--- src/rtl/spike_inject_arbiter.sv ---
// spike_inject_arbiter
// Round-robin sharing of one router local injection port among NUM_REQ spike
// sources. Injection is confined to a WINDOW-cycle window opened by each
// step_start and limited to MAX_INJ packets per step.

module spike_inject_arbiter #(
   parameter int NUM_REQ = 4,
   parameter int PKT_W   = 32,
   parameter int WINDOW  = 64,
   parameter int MAX_INJ = 16,
   parameter int CNT_W   = 8
) (
   input  logic                     rt_clk,
   input  logic                     rt_reset,
   input  logic                     step_start,
   input  logic [NUM_REQ-1:0]       req,
   input  logic [NUM_REQ*PKT_W-1:0] packet_in,
   output logic [NUM_REQ-1:0]       ack,
   output logic [PKT_W-1:0]         packet_out,
   output logic                     write_req,
   input  logic                     router_full,
   output logic                     step_done,
   output logic [CNT_W-1:0]         inject_count,
   output logic                     overrun
);

   localparam int PTR_W = $clog2(NUM_REQ);
   localparam logic [PTR_W-1:0] PTR_LAST = PTR_W'(NUM_REQ - 1);
   localparam logic [CNT_W-1:0] WIN_LAST = CNT_W'(WINDOW - 1);
   localparam logic [CNT_W-1:0] INJ_MAX  = CNT_W'(MAX_INJ);

   typedef enum logic [1:0] {
      ST_IDLE   = 2'd0,
      ST_ACTIVE = 2'd1,
      ST_DONE   = 2'd2
   } state_t;

   state_t               state_q;
   logic [PTR_W-1:0]     ptr_q;
   logic [CNT_W-1:0]     win_cnt_q;
   logic [CNT_W-1:0]     inject_count_q;
   logic [PKT_W-1:0]     packet_out_q;
   logic                 write_req_q;
   logic                 step_done_q;
   logic                 overrun_q;

   logic                 grant_s;
   logic [PTR_W-1:0]     winner_s;
   logic [NUM_REQ-1:0]   ack_s;
   logic [PKT_W-1:0]     win_pkt_s;
   int                   cand_s;

   // Winner search: first set request after the last winner, wrapping around.
   always_comb begin
      grant_s  = 1'b0;
      winner_s = ptr_q;
      cand_s   = 0;
      if ((state_q == ST_ACTIVE) && !router_full && (inject_count_q < INJ_MAX)) begin
         for (int k = 1; k <= NUM_REQ; k++) begin
            cand_s = (int'(ptr_q) + k) % NUM_REQ;
            if (!grant_s && req[cand_s]) begin
               grant_s  = 1'b1;
               winner_s = PTR_W'(cand_s);
            end else begin
               grant_s  = grant_s;
            end
         end
      end else begin
         grant_s  = 1'b0;
         winner_s = ptr_q;
      end
   end

   // One-hot acknowledge and packet select for the granted source.
   always_comb begin
      ack_s     = '0;
      win_pkt_s = packet_in[int'(winner_s)*PKT_W +: PKT_W];
      if (grant_s) begin
         ack_s[winner_s] = 1'b1;
      end else begin
         ack_s = '0;
      end
   end

   // Step sequencer: window timing, grant registration, budget and overrun tracking.
   always_ff @(posedge rt_clk or posedge rt_reset) begin
      if (rt_reset) begin
         state_q        <= ST_IDLE;
         ptr_q          <= PTR_LAST;
         win_cnt_q      <= '0;
         inject_count_q <= '0;
         packet_out_q   <= '0;
         write_req_q    <= 1'b0;
         step_done_q    <= 1'b0;
         overrun_q      <= 1'b0;
      end else begin
         write_req_q <= 1'b0;
         step_done_q <= 1'b0;
         case (state_q)
            ST_IDLE: begin
               if (step_start) begin
                  state_q        <= ST_ACTIVE;
                  win_cnt_q      <= '0;
                  inject_count_q <= '0;
               end
            end
            ST_ACTIVE: begin
               if (grant_s) begin
                  packet_out_q   <= win_pkt_s;
                  write_req_q    <= 1'b1;
                  ptr_q          <= winner_s;
                  inject_count_q <= inject_count_q + CNT_W'(1);
               end
               if (step_start) begin
                  overrun_q <= 1'b1;
               end
               // Last window cycle still grants; step_done is raised for the DONE cycle.
               if (win_cnt_q == WIN_LAST) begin
                  state_q     <= ST_DONE;
                  step_done_q <= 1'b1;
               end else begin
                  win_cnt_q <= win_cnt_q + CNT_W'(1);
               end
            end
            ST_DONE: begin
               // A step_start here is not queued; it only flags the overrun.
               if (step_start) begin
                  overrun_q <= 1'b1;
               end
               state_q <= ST_IDLE;
            end
            default: begin
               state_q <= ST_IDLE;
            end
         endcase
      end
   end

   assign ack          = ack_s;
   assign packet_out   = packet_out_q;
   assign write_req    = write_req_q;
   assign step_done    = step_done_q;
   assign inject_count = inject_count_q;
   assign overrun      = overrun_q;

endmodule
--- config.mk ---
export PLATFORM = sky130hd
export DESIGN_NAME = spike_inject_arbiter
export DESIGN_NICKNAME = d
export VERILOG_FILES = /design/src/rtl/spike_inject_arbiter.sv
export SDC_FILE = /design/constraint.sdc
export NUM_CORES = 1
export LEC_CHECK = 0
export CORE_MARGIN = 2
export CORE_UTILIZATION = 40
export CTS_CLUSTER_SIZE = 14
export DETAILED_ROUTE_END_ITERATION = 16
export GPL_TIMING_DRIVEN = 0
export PLACE_DENSITY = 0.87
export SLEW_MARGIN = 40
export SYNTH_ARGS = -nofsm -noshare
export SYNTH_HDL_FRONTEND = slang
export SYNTH_SLANG_ARGS = --single-unit
--- constraint.sdc ---
create_clock -name rt_clk -period 6.2 [get_ports rt_clk]
set_input_delay 1.24 -clock rt_clk [delete_from_list [all_inputs] [get_ports rt_clk]]
set_output_delay 1.24 -clock rt_clk [all_outputs]
set_load 0.01 [all_outputs]
==> reports/metrics.csv, run 1 <==
metric,value,unit
status,finished clean,
fillcell total,797,
Pint,1.175,mW
Layout area overhead,55.72,%
GRT Util Overall,26.83,%
CP Class,input port to primary output,
Final Hold Viols,0,
Peak VDD IR,185.0,uV
crit path time final,5238,ps
CTS Buf Count,5,
combinational share of power,62.7,%
power share of the sequential group,27.9,%
RSZ-0062 raised after global routing,false,
TritonCTS Sinks,55,
switching power,909.4,uW
Port Buffers,182,
DRC errors left,0,
most frequent cell after synthesis,dfrtp_1,
clk buf depth,2,
dpl cell area,5724,um^2
ranking of synthesized cells by area,"dfrtp_1, mux2i_1, a211oi_1",
"Slew Viols, Final",0,
worst hold path class,flip-flop to flip-flop,
"critical path, cell by cell",clkdlybuf4s50_1 -> or2_4 -> o311ai_4 -> inv_2 -> nand4_2 -> buf_2 -> buf_2 -> nor2_1 -> clkdlybuf4s50_1,
CP Capture Type,primary output,
pin count of the biggest net entering global routing,32,
cts repair resizes,0,
FP Rows,35,
hpwl dp,10510,um
Netlist cell types,58,
initial antenna violation count,0,
via count,4248,
# Post-CTS Setup Buffers,0,
yosys warns,0,
Leak Pwr,2.266,nW
measured slew at the worst slew-check pin,704.3,ps
Non-Filler Instances,706,
DP Cell Count,699,
Routability Congestion,0.9202,
share of cells above drive strength 1,7.563,%
First-pass DRT Iterations,5,
Core Area,9153,um^2
DIE AREA,10110,um^2
design area,5804,um^2
"Net Count, Synth",547,
vias per inst,6.017,
Antenna Diode Count,0,
Initial Util,40.72,%
final setup violation count,0,
biggest area consumer among synthesized cells,dfrtp_1,
Post-DRT Antenna Nets,0,
worst hold slack,479.8,ps
grt total ovfl,0,
Clk pwr share,9.4,%
Clock transition at path regs,90,ps
H-Tree Depth,2,
WL/cell,19.84,um
Syn Inst Count,405,
final worst setup slack,961.6,ps
Vert. Die Dim,100.5,um
synthesized flop and latch total,55,
"EDFF count, synth",0,
total power,2.084,mW
final core utilization,63.42,%
CP top delay family,buffers and inverters,
period utilisation layout,84.49,%
sequential-to-total area share from yosys stat,36.99,%
WP buf/inv,5,
vias in the first global route,4278,
Max Cap Viol,0,
first-pass GRT wire length,21510,um
peak per-stage delay on the critical path,530,ps
CP startpoint kind,input port,
CTS tree,done,
critical path peak fanout,10,
Max Fclk,0.1909,GHz
IO Pins,183,
post-synthesis cell area,3727,um^2
top cells by instance count after synthesis,"dfrtp_1, nor2_1, nand2_1",
max_slew headroom,51.70,%
die width,100.5,um
sw frac,43.63,%
TNS Setup,0,ps
DRT Wirelength,14010,um
Post-CTS Hold Fix Bufs,0,
initial DRC count,220,
slowest cell on the critical path,clkdlybuf4s50_1,
crit path DAT,4000,ps
Synth Flop Type,dfrtp_1,
Clock Latency Late Sink,300,ps
clock skew,7.345,ps
Required @ worst endpoint,4960,ps
DP Worst Slack,1031,ps
area fraction of the dominant cell type after synthesis,35.58,%
Nets,737,
CTS Root Cell,clkbuf_8,
Syn Area/Cell,9.203,um^2
Pwr Density,359.1,nW/um^2
asr flop ratio synth,100.0,%
[final cells by class]
cell class	count	area [um^2]	area share, %
multi-input combinational	308	2152	37.08
sequential	55	1379	23.76
inverter	9	38.79	0.6682
buffer	33	166.4	2.867
clock inverter	1	7.507	0.1293
timing repair buffer	183	1849	31.86
clock buffer	6	72.57	1.250
tap	111	138.9	2.393
[logic make-up (layout without fill, tap and decap cells)]
family | count (synthesis) | in the layout | share of synthesized area (%)
buffers and inverters | 42 | 232 | 5.438
and+or+nand+nor | 123 | 123 | 16.65
xor gates and xnor gates | 8 | 8 | 1.880
AOI/OAI and AO/OA | 148 | 148 | 30.75
DFF | 55 | 55 | 36.99
muxes | 23 | 23 | 6.277
adders and majority gates | 6 | 6 | 2.014
[power groups by stage]
| stage | Clock [mW] | Sequential, mW | Combinational (mW) |
|---|---|---|---|
| 2_1_floorplan | 0 | 0.622 | 0.685 |
| 3_3_place_gp | 0 | 0.582 | 1.24 |
| 3_5_place_dp | 0 | 0.585 | 1.29 |
| 4_1_cts | 0.199 | 0.581 | 1.29 |
| 5_1_grt | 0.213 | 0.594 | 1.41 |
| 6_report | 0.196 | 0.582 | 1.31 |
[per-layer routing]
metal / share of wire, % / GRT usage (%) / wire length [um]
met5: 0 / 0 / 0
met4: 1.4 / 8.008 / 202
met3: 6.2 / 3.606 / 864
met2: 51 / 45.38 / 7093
met1: 42 / 35.89 / 5844
[state kept, by name, indices dropped and copies added (netlist names)]
| signal | cells |
|---|---|
| inject_count | 8 |
| overrun | 1 |
| packet_out | 32 |
| ptr_q | 2 |
| state_q | 2 |
| step_done | 1 |
| win_cnt_q | 8 |
| write_req | 1 |
[placed cells by master, fill, tap and decap left out, types with 3 or more instances in the layout]
| cell type | netlist | final |
|---|---|---|
| clkdlybuf4s50_1 | 0 | 182 |
| dfrtp_1 | 53 | 53 |
| nor2_1 | 44 | 44 |
| nand2_1 | 31 | 31 |
| a211oi_1 | 24 | 24 |
| mux2i_1 | 20 | 20 |
| a221oi_1 | 19 | 19 |
| o21ai_0 | 18 | 18 |
| clkbuf_1 | 13 | 14 |
| buf_2 | 13 | 13 |
| a21boi_0 | 12 | 12 |
| o31ai_1 | 12 | 12 |
| o2bb2ai_1 | 12 | 12 |
| a311oi_1 | 12 | 12 |
| a21oi_1 | 8 | 8 |
| nor4_1 | 8 | 8 |
| a2bb2oi_1 | 8 | 8 |
| inv_1 | 7 | 6 |
| or3_1 | 6 | 6 |
| ha_1 | 6 | 6 |
| nor3_1 | 5 | 5 |
| nand3_1 | 5 | 5 |
| xor2_1 | 5 | 5 |
| clkbuf_8 | 0 | 5 |
| nor2b_1 | 4 | 4 |
| o32ai_1 | 4 | 4 |
| nand2b_1 | 3 | 3 |
| a41oi_1 | 3 | 3 |
| buf_4 | 3 | 3 |
| mux2_2 | 3 | 3 |
| and3_1 | 3 | 3 |
| a31oi_1 | 4 | 3 |
| xnor2_1 | 3 | 3 |
[path summary, 6_finish.rpt]
| kind | end | depth (start not counted) | from | slack [ps] |
|---|---|---|---|---|
| min in group asynchronous | packet_out[12] | 2 | rt_reset | 1300 |
| setup / recovery | ack[2] | 9 | req[3] | 960 |
| hold / removal | overrun | 1 | overrun | 480 |
| max in group asynchronous | ptr_q[0] | 3 | rt_reset | 4330 |
| hold reg to reg | overrun | 1 | overrun | 480 |
| setup reg to reg | packet_out[8] | 10 | state_q[1] | 3280 |
(Power assumes the default switching activity.)
==> run 2: changes to the inputs <==
- CORE_UTILIZATION: 40 -> 37
- PLACE_DENSITY: 0.87 -> 0.84
- clock period: 6.2 -> 4.55 ns (I/O delays scaled with it)
==> run 2 against run 1 <==
Compared with the run above:
- cell count increased by 3.0%
- global-route usage decreased by 1.7 points
- die area increased by 7.8%
- register-to-register slack got worse by 1500 ps
- critical path depth unchanged
- hold slack got worse by 12 ps
- count of clock-buffer cells in the layout decreased by 1
- core utilization decreased by 3.5 points
- non-clock buffer count decreased by 2
==> reports/metrics.csv, run 2 (same netlist as run 1, synthesis figures left out) <==
metric,value,unit,change
Final Hold Viols,0,,unchanged
worst hold path class,flip-flop to flip-flop,,unchanged
CP top delay family,buffers and inverters,,unchanged
initial antenna violation count,0,,unchanged
CP Capture Type,primary output,,unchanged
footprint of the multi-input gates,2155,um^2,was 2152 um^2
Post-DRT Antenna Nets,0,,unchanged
RSZ-0062 raised after global routing,false,,unchanged
Required @ worst endpoint,3640,ps,was 4960 ps
final setup violation count,0,,unchanged
vias per inst,5.835,,was 6.017
Layout area overhead,57.17,%,was 55.72%
DRT Wirelength,13790,um,"was 14,010 um"
pin count of the biggest net entering global routing,30,,was 32
WP buf/inv,4,,was 5
DP Cell Count,721,,was 699
total power,2.896,mW,was 2.084 mW
WL/cell,18.97,um,was 19.84 um
Max Fclk,0.2263,GHz,
Antenna Diode Count,0,,unchanged
final core utilization,59.93,%,was 63.42%
"Slew Viols, Final",0,,unchanged
max_slew headroom,47.65,%,was 51.70%
worst hold slack,467.8,ps,was 479.8 ps
GRT Util Overall,25.10,%,was 26.83%
hpwl dp,10550,um,"was 10,510 um"
Port Buffers,182,,unchanged
Peak VDD IR,231.8,uV,was 185.0 uV
H-Tree Depth,2,,unchanged
TritonCTS Sinks,55,,unchanged
"commonest non-fill, non-tap cell in the layout",clkdlybuf4s50_1,,unchanged
Leak Pwr,2.284,nW,was 2.266 nW
Non-Filler Instances,727,,was 706
DP Worst Slack,57.36,ps,was 1031 ps
CTS tree,done,,unchanged
clock skew,5.602,ps,was 7.345 ps
TNS Setup,0,ps,unchanged
peak per-stage delay on the critical path,630,ps,was 530 ps
Max Cap Viol,0,,unchanged
fillcell total,829,,was 797
crit path DAT,3510,ps,was 4000 ps
dpl cell area,5744,um^2,was 5724 um^2
first-pass GRT wire length,22220,um,"was 21,510 um"
die width,104.4,um,was 100.5 um
IO Pins,183,,unchanged
DRC errors left,0,,unchanged
most frequent cells in the layout,"clkdlybuf4s50_1, dfrtp_1, nor2_1",,unchanged
"critical path, cell by cell",clkdlybuf4s50_1 -> nand2b_1 -> a21o_1 -> a31o_2 -> buf_2 -> a21oi_2 -> buf_2 -> and2_1 -> clkdlybuf4s50_1,,was clkdlybuf4s50_1 -> or2_4 -> o311ai_4 -> inv_2 -> nand4_2 -> buf_2 -> buf_2 -> nor2_1 -> clkdlybuf4s50_1
period utilisation layout,97.13,%,
Core Area,9774,um^2,was 9153 um^2
First-pass DRT Iterations,6,,was 5
critical path peak fanout,10,,unchanged
initial DRC count,245,,was 220
Clock Latency Late Sink,320,ps,was 300 ps
CTS Root Cell,clkbuf_8,,unchanged
slowest cell on the critical path,clkdlybuf4s50_1,,unchanged
# Post-CTS Setup Buffers,0,,unchanged
clk buf depth,2,,unchanged
share of cells above drive strength 1,8.081,%,was 7.563%
max reg flops,32,,unchanged
crit path time final,4419,ps,
FP Rows,36,,was 35
Initial Util,38.13,%,was 40.72%
Nets,735,,was 737
Vert. Die Dim,104.4,um,was 100.5 um
final worst setup slack,130.8,ps,was 961.6 ps
via count,4242,,"was 4,248"
design area,5858,um^2,was 5804 um^2
Routability Congestion,0.8713,,was 0.9202
DIE AREA,10890,um^2,"was 10,110 um^2"
grt total ovfl,0,,unchanged
sequential standard cell area,1379,um^2,unchanged
CP Class,input port to primary output,,unchanged
Clock transition at path regs,100,ps,was 90 ps
status,finished clean,,unchanged
vias in the first global route,4476,,"was 4,278"
Pwr Density,494.4,nW/um^2,was 359.1 nW/um^2
CP startpoint kind,input port,,unchanged
CTS Buf Count,5,,unchanged
measured slew at the worst slew-check pin,785.3,ps,was 704.3 ps
## run 2: changes by cell type in the layout (fill, tap and decap cells not counted), sizes merged
cell / delta
inv: +1
clkinvlp: -1
clkinv: +1
buf: -3
bufinv: +1
## run 2: worst paths after layout
check / from / endpoint / slack [ps] / depth (start not counted)
hold reg to reg: overrun / overrun / 470 / 1
setup / recovery: req[1] / ack[3] / 130 / 9
setup reg to reg: state_q[1] / packet_out[10] / 1780 / 9
max in group asynchronous: rt_reset / ptr_q[1] / 3080 / 3
hold / removal: overrun / overrun / 470 / 1
min in group asynchronous: rt_reset / packet_out[21] / 910 / 2
## run 2: report_power, final
group          internal, mW  leakage (nW)  switching, mW
logic                 0.817          1.56          0.943
clock network         0.167        0.0587          0.178
registers             0.677         0.666          0.115
total                  1.66          2.28           1.24
## run 2: layout make-up
| class | instances | share of cell area, % |
|---|---|---|
| Inverter | 9 | 0.6621 |
| Timing Repair Buffer | 183 | 31.44 |
| Tap cell | 133 | 2.841 |
| Sequential cell | 55 | 23.54 |
| Buffer | 31 | 2.755 |
| Clock buffer | 5 | 1.175 |
| Multi-Input combinational cell | 308 | 36.78 |
| Clock inverter | 3 | 0.8116 |
## run 2: worst reg2reg max path, stage by stage, from the launching register on
cell and delay [ps]:
dfrtp_1 390, inv_1 120, ha_1 300, nor2b_2 360, o311ai_4 210, inv_2 260, nand4_2 160, clkbuf_1 390
o32ai_1 400, a211oi_1 80
## run 2: metal layers
metal | track usage, % | share of wire, %
met1 | 30.74 | 39
met2 | 43.70 | 51
met3 | 5.013 | 8.3
met4 | 8.784 | 1.6
met5 | 0 | 0
## run 2: what timing repair did
action	CTS	global route
hold buffers	0	0
setup endpoints to repair	0	4
resized for setup	0	6
